## config.mk

```make
export PLATFORM = sky130hd
export DESIGN_NAME = pcm_mem_rr_arbiter
export DESIGN_NICKNAME = d
export VERILOG_FILES = /design/src/rtl/pcm_arb_pkg.sv /design/src/rtl/pcm_rr_pick.sv /design/src/rtl/pcm_mem_rr_arbiter.sv
export SDC_FILE = /design/constraint.sdc
export NUM_CORES = 1
export LEC_CHECK = 0
export CAP_MARGIN = 20
export CORE_MARGIN = 2
export CORE_UTILIZATION = 40
export CTS_CLUSTER_DIAMETER = 100
export DETAILED_ROUTE_END_ITERATION = 8
export PLACE_DENSITY = 0.87
export SETUP_SLACK_MARGIN = 0.4
export SLEW_MARGIN = 20
export SYNTH_ARGS = -nofsm -noshare
export SYNTH_HDL_FRONTEND = slang
export SYNTH_SLANG_ARGS = --single-unit
```

## constraint.sdc

```tcl
create_clock -name clk -period 5.6 [get_ports clk]
set_input_delay 1.68 -clock clk [delete_from_list [all_inputs] [get_ports clk]]
set_output_delay 1.68 -clock clk [all_outputs]
set_load 0.02 [all_outputs]
```

## src/rtl/pcm_arb_pkg.sv

```systemverilog
// -----------------------------------------------------------------------------
// pcm_arb_pkg
// Shared types and constants for the PCM memory round-robin arbiter.
//   state_t     : arbiter FSM states
//   NUM_REQ     : number of CPU requesters sharing the memory port
//   RD_LAT_MAX  : largest supported memory read latency (cycles)
//   req_rec_t   : one requester's access record {write, addr, wdata}
// -----------------------------------------------------------------------------
package pcm_arb_pkg;

    localparam int NUM_REQ    = 4;
    localparam int RD_LAT_MAX = 4;
    localparam int CPU_AW     = 20;
    localparam int DATA_W     = 16;

    typedef enum logic [1:0] {
        ST_IDLE    = 2'd0,
        ST_ISSUE   = 2'd1,
        ST_RD_WAIT = 2'd2,
        ST_DONE    = 2'd3
    } state_t;

    typedef struct packed {
        logic              write;
        logic [CPU_AW-1:0] addr;
        logic [DATA_W-1:0] wdata;
    } req_rec_t;

endpackage : pcm_arb_pkg

```

## src/rtl/pcm_rr_pick.sv

```systemverilog
// -----------------------------------------------------------------------------
// pcm_rr_pick
// Combinational rotating-priority picker. The requester just after
// i_last_grant has the highest priority; i_last_grant itself has the lowest.
// Ports:
//   i_req        in  NUM_REQ  request vector
//   i_last_grant in  2        id granted most recently
//   o_winner     out 2        selected requester (meaningful when o_valid)
//   o_valid      out 1        at least one request present
// -----------------------------------------------------------------------------
module pcm_rr_pick
    import pcm_arb_pkg::*;
(
    input  logic [NUM_REQ-1:0] i_req,
    input  logic [1:0]         i_last_grant,
    output logic [1:0]         o_winner,
    output logic               o_valid
);

    logic [1:0] w_idx;

    // NOTE: every signal written here gets a default first so no path leaves
    // it unassigned, which would otherwise infer a latch.
    always_comb begin
        o_winner = i_last_grant;
        o_valid  = |i_req;
        w_idx    = '0;
        // Walk from lowest to highest priority so the last hit wins.
        for (int i = NUM_REQ - 1; i >= 0; i--) begin
            w_idx = i_last_grant + 2'(i + 1);
            if (i_req[w_idx]) begin
                o_winner = w_idx;
            end
        end
    end

endmodule : pcm_rr_pick

```

## src/rtl/pcm_mem_rr_arbiter.sv

```systemverilog
// -----------------------------------------------------------------------------
// pcm_mem_rr_arbiter
// Shares the single-port PCM on-chip memory between four CPU requesters.
// Requests are level-held until a one-cycle ready pulse; accesses are
// serialised one at a time with round-robin fairness.
//
// Ports:
//   clk, reset                 clock; synchronous active-high reset
//   cpuN_req/write/addr/data_in  request bus from CPU N (N = 0..3)
//   cpuN_ready                 one-cycle completion pulse
//   cpuN_data_out              last read data for CPU N (held between reads)
//   cpuN_err                   out-of-range flag, coincident with ready
//   pcm_mem_mm_*               memory-mapped slave port
//
// Build option:
//   PCM_ARB_RANGE_CHECK_EN  when defined, a winner whose address has any bit
//                           set above MEM_AW completes at once with err=1 and
//                           no memory access. When undefined, upper address
//                           bits are ignored and err stays 0.
// -----------------------------------------------------------------------------
module pcm_mem_rr_arbiter
    import pcm_arb_pkg::*;
#(
    parameter int READ_LATENCY = 1,
    parameter int MEM_AW       = 11
)
(
    input  logic              clk,
    input  logic              reset,

    input  logic              cpu0_req,
    input  logic              cpu0_write,
    input  logic [19:0]       cpu0_addr,
    input  logic [15:0]       cpu0_data_in,
    output logic              cpu0_ready,
    output logic [15:0]       cpu0_data_out,
    output logic              cpu0_err,

    input  logic              cpu1_req,
    input  logic              cpu1_write,
    input  logic [19:0]       cpu1_addr,
    input  logic [15:0]       cpu1_data_in,
    output logic              cpu1_ready,
    output logic [15:0]       cpu1_data_out,
    output logic              cpu1_err,

    input  logic              cpu2_req,
    input  logic              cpu2_write,
    input  logic [19:0]       cpu2_addr,
    input  logic [15:0]       cpu2_data_in,
    output logic              cpu2_ready,
    output logic [15:0]       cpu2_data_out,
    output logic              cpu2_err,

    input  logic              cpu3_req,
    input  logic              cpu3_write,
    input  logic [19:0]       cpu3_addr,
    input  logic [15:0]       cpu3_data_in,
    output logic              cpu3_ready,
    output logic [15:0]       cpu3_data_out,
    output logic              cpu3_err,

    output logic [MEM_AW-1:0] pcm_mem_mm_address,
    output logic              pcm_mem_mm_chipselect,
    output logic              pcm_mem_mm_clken,
    output logic              pcm_mem_mm_write,
    input  logic [15:0]       pcm_mem_mm_readdata,
    output logic [15:0]       pcm_mem_mm_writedata,
    output logic [1:0]        pcm_mem_mm_byteenable
);

    localparam int LAT_W = $clog2(RD_LAT_MAX);

    // ---------------------------------------------------------------- inputs
    logic [NUM_REQ-1:0] w_req;
    req_rec_t           w_rec [NUM_REQ];
    req_rec_t           w_win_rec;
    logic [1:0]         w_win;
    logic               w_win_vld;
    logic               w_oor;
    logic               w_unused;

    assign w_req    = {cpu3_req, cpu2_req, cpu1_req, cpu0_req};
    assign w_rec[0] = '{write: cpu0_write, addr: cpu0_addr, wdata: cpu0_data_in};
    assign w_rec[1] = '{write: cpu1_write, addr: cpu1_addr, wdata: cpu1_data_in};
    assign w_rec[2] = '{write: cpu2_write, addr: cpu2_addr, wdata: cpu2_data_in};
    assign w_rec[3] = '{write: cpu3_write, addr: cpu3_addr, wdata: cpu3_data_in};

    // --------------------------------------------------------------- state
    state_t              r_state;
    state_t              w_state_nxt;
    logic [1:0]          r_id;
    logic [1:0]          r_last_grant;
    logic [MEM_AW-1:0]   r_addr;
    logic [15:0]         r_wdata;
    logic                r_write;
    logic                r_err;
    logic [LAT_W-1:0]    r_lat_cnt;
    logic [15:0]         r_dout [NUM_REQ];

    pcm_rr_pick u_pick (
        .i_req        (w_req),
        .i_last_grant (r_last_grant),
        .o_winner     (w_win),
        .o_valid      (w_win_vld)
    );

    assign w_win_rec = w_rec[w_win];

`ifdef PCM_ARB_RANGE_CHECK_EN
    assign w_oor = (w_win_rec.addr >> MEM_AW) != '0;
`else
    assign w_oor = 1'b0;
`endif

    // Upper address bits are only inspected by the range check.
    assign w_unused = ^w_win_rec.addr;

    // ------------------------------------------------------ state register
    // NOTE: sequential state uses non-blocking assignments so every register
    // samples pre-edge values, independent of process evaluation order.
    always_ff @(posedge clk) begin
        if (reset) begin
            r_state <= ST_IDLE;
        end else begin
            r_state <= w_state_nxt;
        end
    end

    // -------------------------------------------- next state and outputs
    logic [NUM_REQ-1:0] w_ready;
    logic [NUM_REQ-1:0] w_err;
    logic               w_cs;
    logic               w_we;
    logic [MEM_AW-1:0]  w_mem_addr;
    logic [15:0]        w_mem_wdata;

    always_comb begin
        w_state_nxt = r_state;
        w_ready     = '0;
        w_err       = '0;
        w_cs        = 1'b0;
        w_we        = 1'b0;
        w_mem_addr  = '0;
        w_mem_wdata = '0;
        case (r_state)
            ST_IDLE: begin
                // Out-of-range winners complete without touching memory.
                if (w_win_vld) begin
                    w_state_nxt = w_oor ? ST_DONE : ST_ISSUE;
                end
            end
            ST_ISSUE: begin
                w_cs        = 1'b1;
                w_we        = r_write;
                w_mem_addr  = r_addr;
                w_mem_wdata = r_wdata;
                w_state_nxt = r_write ? ST_DONE : ST_RD_WAIT;
            end
            ST_RD_WAIT: begin
                if (r_lat_cnt == '0) begin
                    w_state_nxt = ST_DONE;
                end
            end
            ST_DONE: begin
                w_ready[r_id] = 1'b1;
                w_err[r_id]   = r_err;
                w_state_nxt   = ST_IDLE;
            end
            default: w_state_nxt = ST_IDLE;
        endcase
    end

    // ------------------------------------------------------------ datapath
    // NOTE: the per-requester data_out registers are reset explicitly because
    // their value is architecturally visible right after reset.
    always_ff @(posedge clk) begin
        if (reset) begin
            r_id         <= '0;
            r_last_grant <= 2'd3;
            r_addr       <= '0;
            r_wdata      <= '0;
            r_write      <= 1'b0;
            r_err        <= 1'b0;
            r_lat_cnt    <= '0;
            for (int i = 0; i < NUM_REQ; i++) begin
                r_dout[i] <= '0;
            end
        end else begin
            case (r_state)
                ST_IDLE: begin
                    if (w_win_vld) begin
                        r_id    <= w_win;
                        r_addr  <= w_win_rec.addr[MEM_AW-1:0];
                        r_wdata <= w_win_rec.wdata;
                        r_write <= w_win_rec.write;
                        r_err   <= w_oor;
                    end
                end
                ST_ISSUE: begin
                    if (!r_write) begin
                        r_lat_cnt <= LAT_W'(READ_LATENCY - 1);
                    end
                end
                ST_RD_WAIT: begin
                    if (r_lat_cnt != '0) begin
                        r_lat_cnt <= r_lat_cnt - LAT_W'(1);
                    end else begin
                        r_dout[r_id] <= pcm_mem_mm_readdata;
                    end
                end
                ST_DONE: begin
                    r_last_grant <= r_id;
                end
                default: ;
            endcase
        end
    end

    // ------------------------------------------------------------- outputs
    assign cpu0_ready    = w_ready[0];
    assign cpu1_ready    = w_ready[1];
    assign cpu2_ready    = w_ready[2];
    assign cpu3_ready    = w_ready[3];
    assign cpu0_err      = w_err[0];
    assign cpu1_err      = w_err[1];
    assign cpu2_err      = w_err[2];
    assign cpu3_err      = w_err[3];
    assign cpu0_data_out = r_dout[0];
    assign cpu1_data_out = r_dout[1];
    assign cpu2_data_out = r_dout[2];
    assign cpu3_data_out = r_dout[3];

    assign pcm_mem_mm_address    = w_mem_addr;
    assign pcm_mem_mm_chipselect = w_cs;
    assign pcm_mem_mm_write      = w_we;
    assign pcm_mem_mm_writedata  = w_mem_wdata;
    assign pcm_mem_mm_clken      = 1'b1;
    assign pcm_mem_mm_byteenable = 2'b11;

endmodule : pcm_mem_rr_arbiter
```

# After elaboration in Yosys (flattened, before gate mapping)
# Memories as Yosys holds them, arrays and structs flattened.
# Index checks and enable logic that the tools add are counted.
# totals
inputBits,170
output_inout_bits,104
mem_bits_rw,64
wordCells,71
regBits,36
rom_bits,0
memories,1
latch_bits,0
# op_classes
magnitude_cmp,6
n_reduce_logical,10
n_addsub,4
shift,0
bitwise_logic,1
n_mul,0
muxes,35
div,0
eq_ne,7
# mem_list
name,words,width,read_ports,rd_clocked_by_memory_dff,wr,line_no,source
r_dout,4,16,4,0,4,pcm_mem_rr_arbiter.sv:99,logic [15:0] r_dout [NUM_REQ];
# ops
operator,count
$bmux 37 s2,1
$mux 37,2
$mux 16,2
$mux 2,8
$reduce_or 16->1,1
$mux 1,14
$lt 2x3->1 const B,4
$mux 11,1
$pmux 2 s4,1
$bmux 1 s2,3
$ne 2x2->1 const B,3
$add 2x2->2 const B,2
$eq 2x2->1 const B,2
$logic_not 2->1,2
$mux 4,1
$pmux 2 s2,1
$reduce_and 2->1,2
$reduce_bool 2->1,2
$reduce_or 4->1,1
$ge 3x3->1 const B,1
$not 2->3,1
$reduce_and 3->1,1
$add 2x1->2 const B,1
$demux 1 s2,1
other kinds (5),5

# Logic depth before layout (Yosys ltp)
# depth
word_depth,10
mapped_depth,7
depth_no_buf,7

# Cells and area by module
# Synthesis repeated with hierarchy kept, for this count alone.
# unflattened
hier_cells,414
hier_area_um2,4828.4
# by_module_without_submodules
mod,seq_area_each_um2,cells_per_inst,n_inst,area_each_um2
pcm_mem_rr_arbiter,2642.5,400,1,4755.8
pcm_rr_pick,0.0,14,1,72.6

# Worst setup path before layout
# Ideal clock, no wire load.
# synth_path
path_type,register to output
from,register r_state[1]
to,output pcm_mem_mm_address[2]
setup_slack_ns,2.478
required_time_ns,3.920
n_path_buf,2
stages_incl_launch_ff,6
arrival_time_ns,1.442
cell_sequence,dfxtp_1 inv_1 ha_1 clkbuf_1 clkbuf_1 and2_1
# synth_via
elab_chain_cells,2
# synth_rtl
element,line_no,source
start: declaration,pcm_mem_rr_arbiter.sv:90,state_t r_state;
start signal: assignment,pcm_mem_rr_arbiter.sv:126,r_state <= w_state_nxt;
$eq 2x1->1,pcm_mem_rr_arbiter.sv:146,case (r_state)
$mux 11,pcm_mem_rr_arbiter.sv:146,
end: declaration,pcm_mem_rr_arbiter.sv:63,"output logic [MEM_AW-1:0] pcm_mem_mm_address,"
# Every way passes these cells.

# Worst setup path in the final report
# layout_path
from,register r_state[1]
to,output pcm_mem_mm_write
# layout_via
elab_chain_cells,2
# layout_rtl
element,line_no,source
$eq 2x1->1,pcm_mem_rr_arbiter.sv:146,
$mux 1,pcm_mem_rr_arbiter.sv:146,
end: declaration,pcm_mem_rr_arbiter.sv:66,"output logic pcm_mem_mm_write,"
# Every way passes these cells.

==> metrics <==
status complete, no violations; CTS tree yes; Gate power share 0.399; Pwr Total 2.80 mW; Worst Path Arrival 2670 ps; reg-to-reg endpoint r_addr[4]$_SDFFE_PP0P_; post-DP HPWL 11,900 µm; Die Y 118 µm; net switching power 0.974 mW; crit path from r_state[1]$_SDFFE_PP0P_; clk buf depth 2; cts repair resizes 0; reg-to-reg slack, setup 2970 ps; top cells by area, synth edfxtp_1 (37%), dfxtp_1 (14%), nor2_1 (4.5%); area leader, netlist edfxtp_1; Layout fillers 998; P per Cell Area 353 nW/µm²; Clk network pwr share 0.239; total global routing overflow 0; Seq cells post-synth 100; leakage power 3.10 nW; width of the die 118 µm; maximum resistive drop on vdd 0.147 mV; Period Utilization, post-route 0.777; master of the slowest instance on the critical path ha_1; H-tree levels 3; Max Clock Freq 230 MHz; commonest non-fill, non-tap cell in the layout clkdlybuf4s50_1; critical-path maximum fanout 31; CP Buf/Inv Count 3; I/O Pins 274; Final GP Congestion 0.879; most frequent cells in the layout clkdlybuf4s50_1 (229), edfxtp_1 (64), nor2_1 (62); number of port buffers 230; Clock Root Buffer clkbuf_16; Hold Crit Class reg -> reg; critical path startpoint category flip-flop; GRT Overall Usage 0.219; WP data required 3920 ps; final wirelength 15,900 µm; post-route antenna net violation count 0; clk_skew 8.01 ps; setup violators final 0; Synth warnings 0; vias in the first global route 4,864; Least-Margin Pin Slew 1080 ps; ys async rst share 0; Clk pin slew, worst setup/hold paths 70 ps; initial antenna violation count 0; Yosys cell types 53; Pint 1.83 mW; Vias/cell 5.43; Avg Cell Area, Syn 10.3 µm²; Post-Syn Area 5240 µm²; Diodes inserted 0; CP dominant cell by count inv_1; max incr delay on CP 830 ps; routed vias 4,854; Slew headroom 0.272; Sw Ratio 0.348; share of the synthesized area in the top cell type 0.367; CP Capture Type primary output; Worst-Skew Late Latency 330 ps; DRC viols 0; CTS buffer count 9; critical path depth 5; Initial Utilization 0.412; Flop pwr share 0.363; Mapped Cells 509; Top FF cell, synth edfxtp_1; area grow syn2layout 51.3%; wire per inst 17.7 µm; share of cells above drive strength 1 0.0693; final hold vios 0; min cycle time layout 4350 ps; Post-CTS Setup Inserts 0; fin. max-slew vios 0; crit-path leading delay family buffers and inverters; Core Footprint 12,700 µm²; clock sinks 100; count of nets after finishing 893; CP Cell Sequence inv_1, ha_1, nand2_1, inv_1, clkdlybuf4s50_1; DRT Pass-1 Iters 8; row cnt 41; largest net degree at the start of global routing 53; max-cap check violation count 0; worst setup path end pcm_mem_mm_write; first-pass GRT wire length 24,600 µm; final setup TNS 0 ps; Reg2Reg Launch Point r_last_grant[0]$_SDFFE_PP1P_; setup repair after global routing missed its margin no; Die Area 14,000 µm²; sequential area share after synthesis 0.504; CP Class reg -> out; Post-synth EDFFs 64; Iter 0 DRT Violations 354; Placement Cell Area 7610 µm²; fin area 7930 µm²; cts-stage hold buffer count 0; R2R depth 6
-- state kept, by name, summed over array words and instances (netlist names) --
| name | count |
|---|---|
| r_wdata | 16 |
| r_id | 2 |
| r_addr | 11 |
| r_dout | 64 |
| r_lat_cnt | 2 |
| r_last_grant | 2 |
| r_write | 1 |
| r_state | 2 |
-- cell families after synthesis --
logic type / Yosys count / share of synthesized area
flip-flops: 100 / 0.504
AO/OA/AOI/OAI: 123 / 0.181
adder cells (fa/ha/maj): 6 / 0.0143
AND/OR/NAND/NOR: 182 / 0.188
buffers and inverters: 74 / 0.0661
multiplexers: 22 / 0.0449
other: 2 / 0.00143
-- power by group through the flow --
stage          logic [mW]  registers [mW]  clock network, mW
2_1_floorplan       0.635            1.07                  0
3_3_place_gp         1.08            1.02                  0
3_5_place_dp         1.11            1.03                  0
4_1_cts              1.11            1.01              0.675
5_1_grt              1.20            1.03              0.700
6_report             1.12            1.02              0.668
-- cells in the mapped netlist, drive strengths merged, types with 2 or more instances --
master	count
and2	28
nor3	4
o21a	2
mux2	12
clkbuf	24
edfxtp	64
a211oi	16
o31a	8
a21boi	16
nor2b	5
a21oi	6
o31ai	20
conb	2
and4	8
nor2	64
ha	6
o221ai	9
nand3	2
dfxtp	36
buf	25
nand2b	14
nand3b	17
o21ai	13
or2	3
nand4	11
a31oi	11
nand2	22
mux2i	10
inv	25
o21bai	4
or4	2
o211a	11
-- routing by layer --
metal	global-route usage	vias to the layer above	routed length (µm)
li1	-	2251	-
met1	0.255	2296	6320
met2	0.394	278	7990
met3	0.0425	29	1230
met4	0.0856	0	315
met5	0	-	0
-- worst min-delay path by stage --
stage	start	end	slack (ps)	cells past startpoint
after CTS	r_addr[4]$_SDFFE_PP0P_	r_addr[4]$_SDFFE_PP0P_	500	2
after global placement	r_addr[3]$_SDFFE_PP0P_	r_addr[3]$_SDFFE_PP0P_	470	2
after global routing	r_addr[4]$_SDFFE_PP0P_	r_addr[4]$_SDFFE_PP0P_	510	2
after floorplan	r_addr[0]$_SDFFE_PP0P_	r_addr[0]$_SDFFE_PP0P_	450	2
final	r_wdata[7]$_SDFFE_PP0P_	r_wdata[7]$_SDFFE_PP0P_	500	2
after detailed placement	r_addr[3]$_SDFFE_PP0P_	r_addr[3]$_SDFFE_PP0P_	480	2
-- cell type report --
cell class	count	area, µm²	area share
Inverter	25	93.8	0.0118
Clock inverter	5	85.1	0.0107
Sequential cell	100	2640	0.333
Tap cell	172	215	0.0271
Multi-Input combinational cell	340	2280	0.287
Timing Repair Buffer	241	2380	0.300
Clock buffer	11	233	0.0294
-- tightest hold or removal path: cells and delay by family, from the launching register on --
family	cells	cell delay [ps]
flops	1	330
simple gates	1	80
compound gates	1	60
-- per-stage QoR --
stage | setup slack, ps | utilization | instances | hold WS, ps
after floorplan | 2480 | - | 514 | 451
after global placement | 1200 | 0.598 | 878 | 471
after detailed placement | 1090 | 0.598 | 878 | 483
after CTS | 1210 | 0.623 | 894 | 499
after global routing | 1050 | 0.623 | 894 | 515
final | 1250 | 0.623 | 894 | 499
No activity file was read; power rests on OpenSTA's default activity.
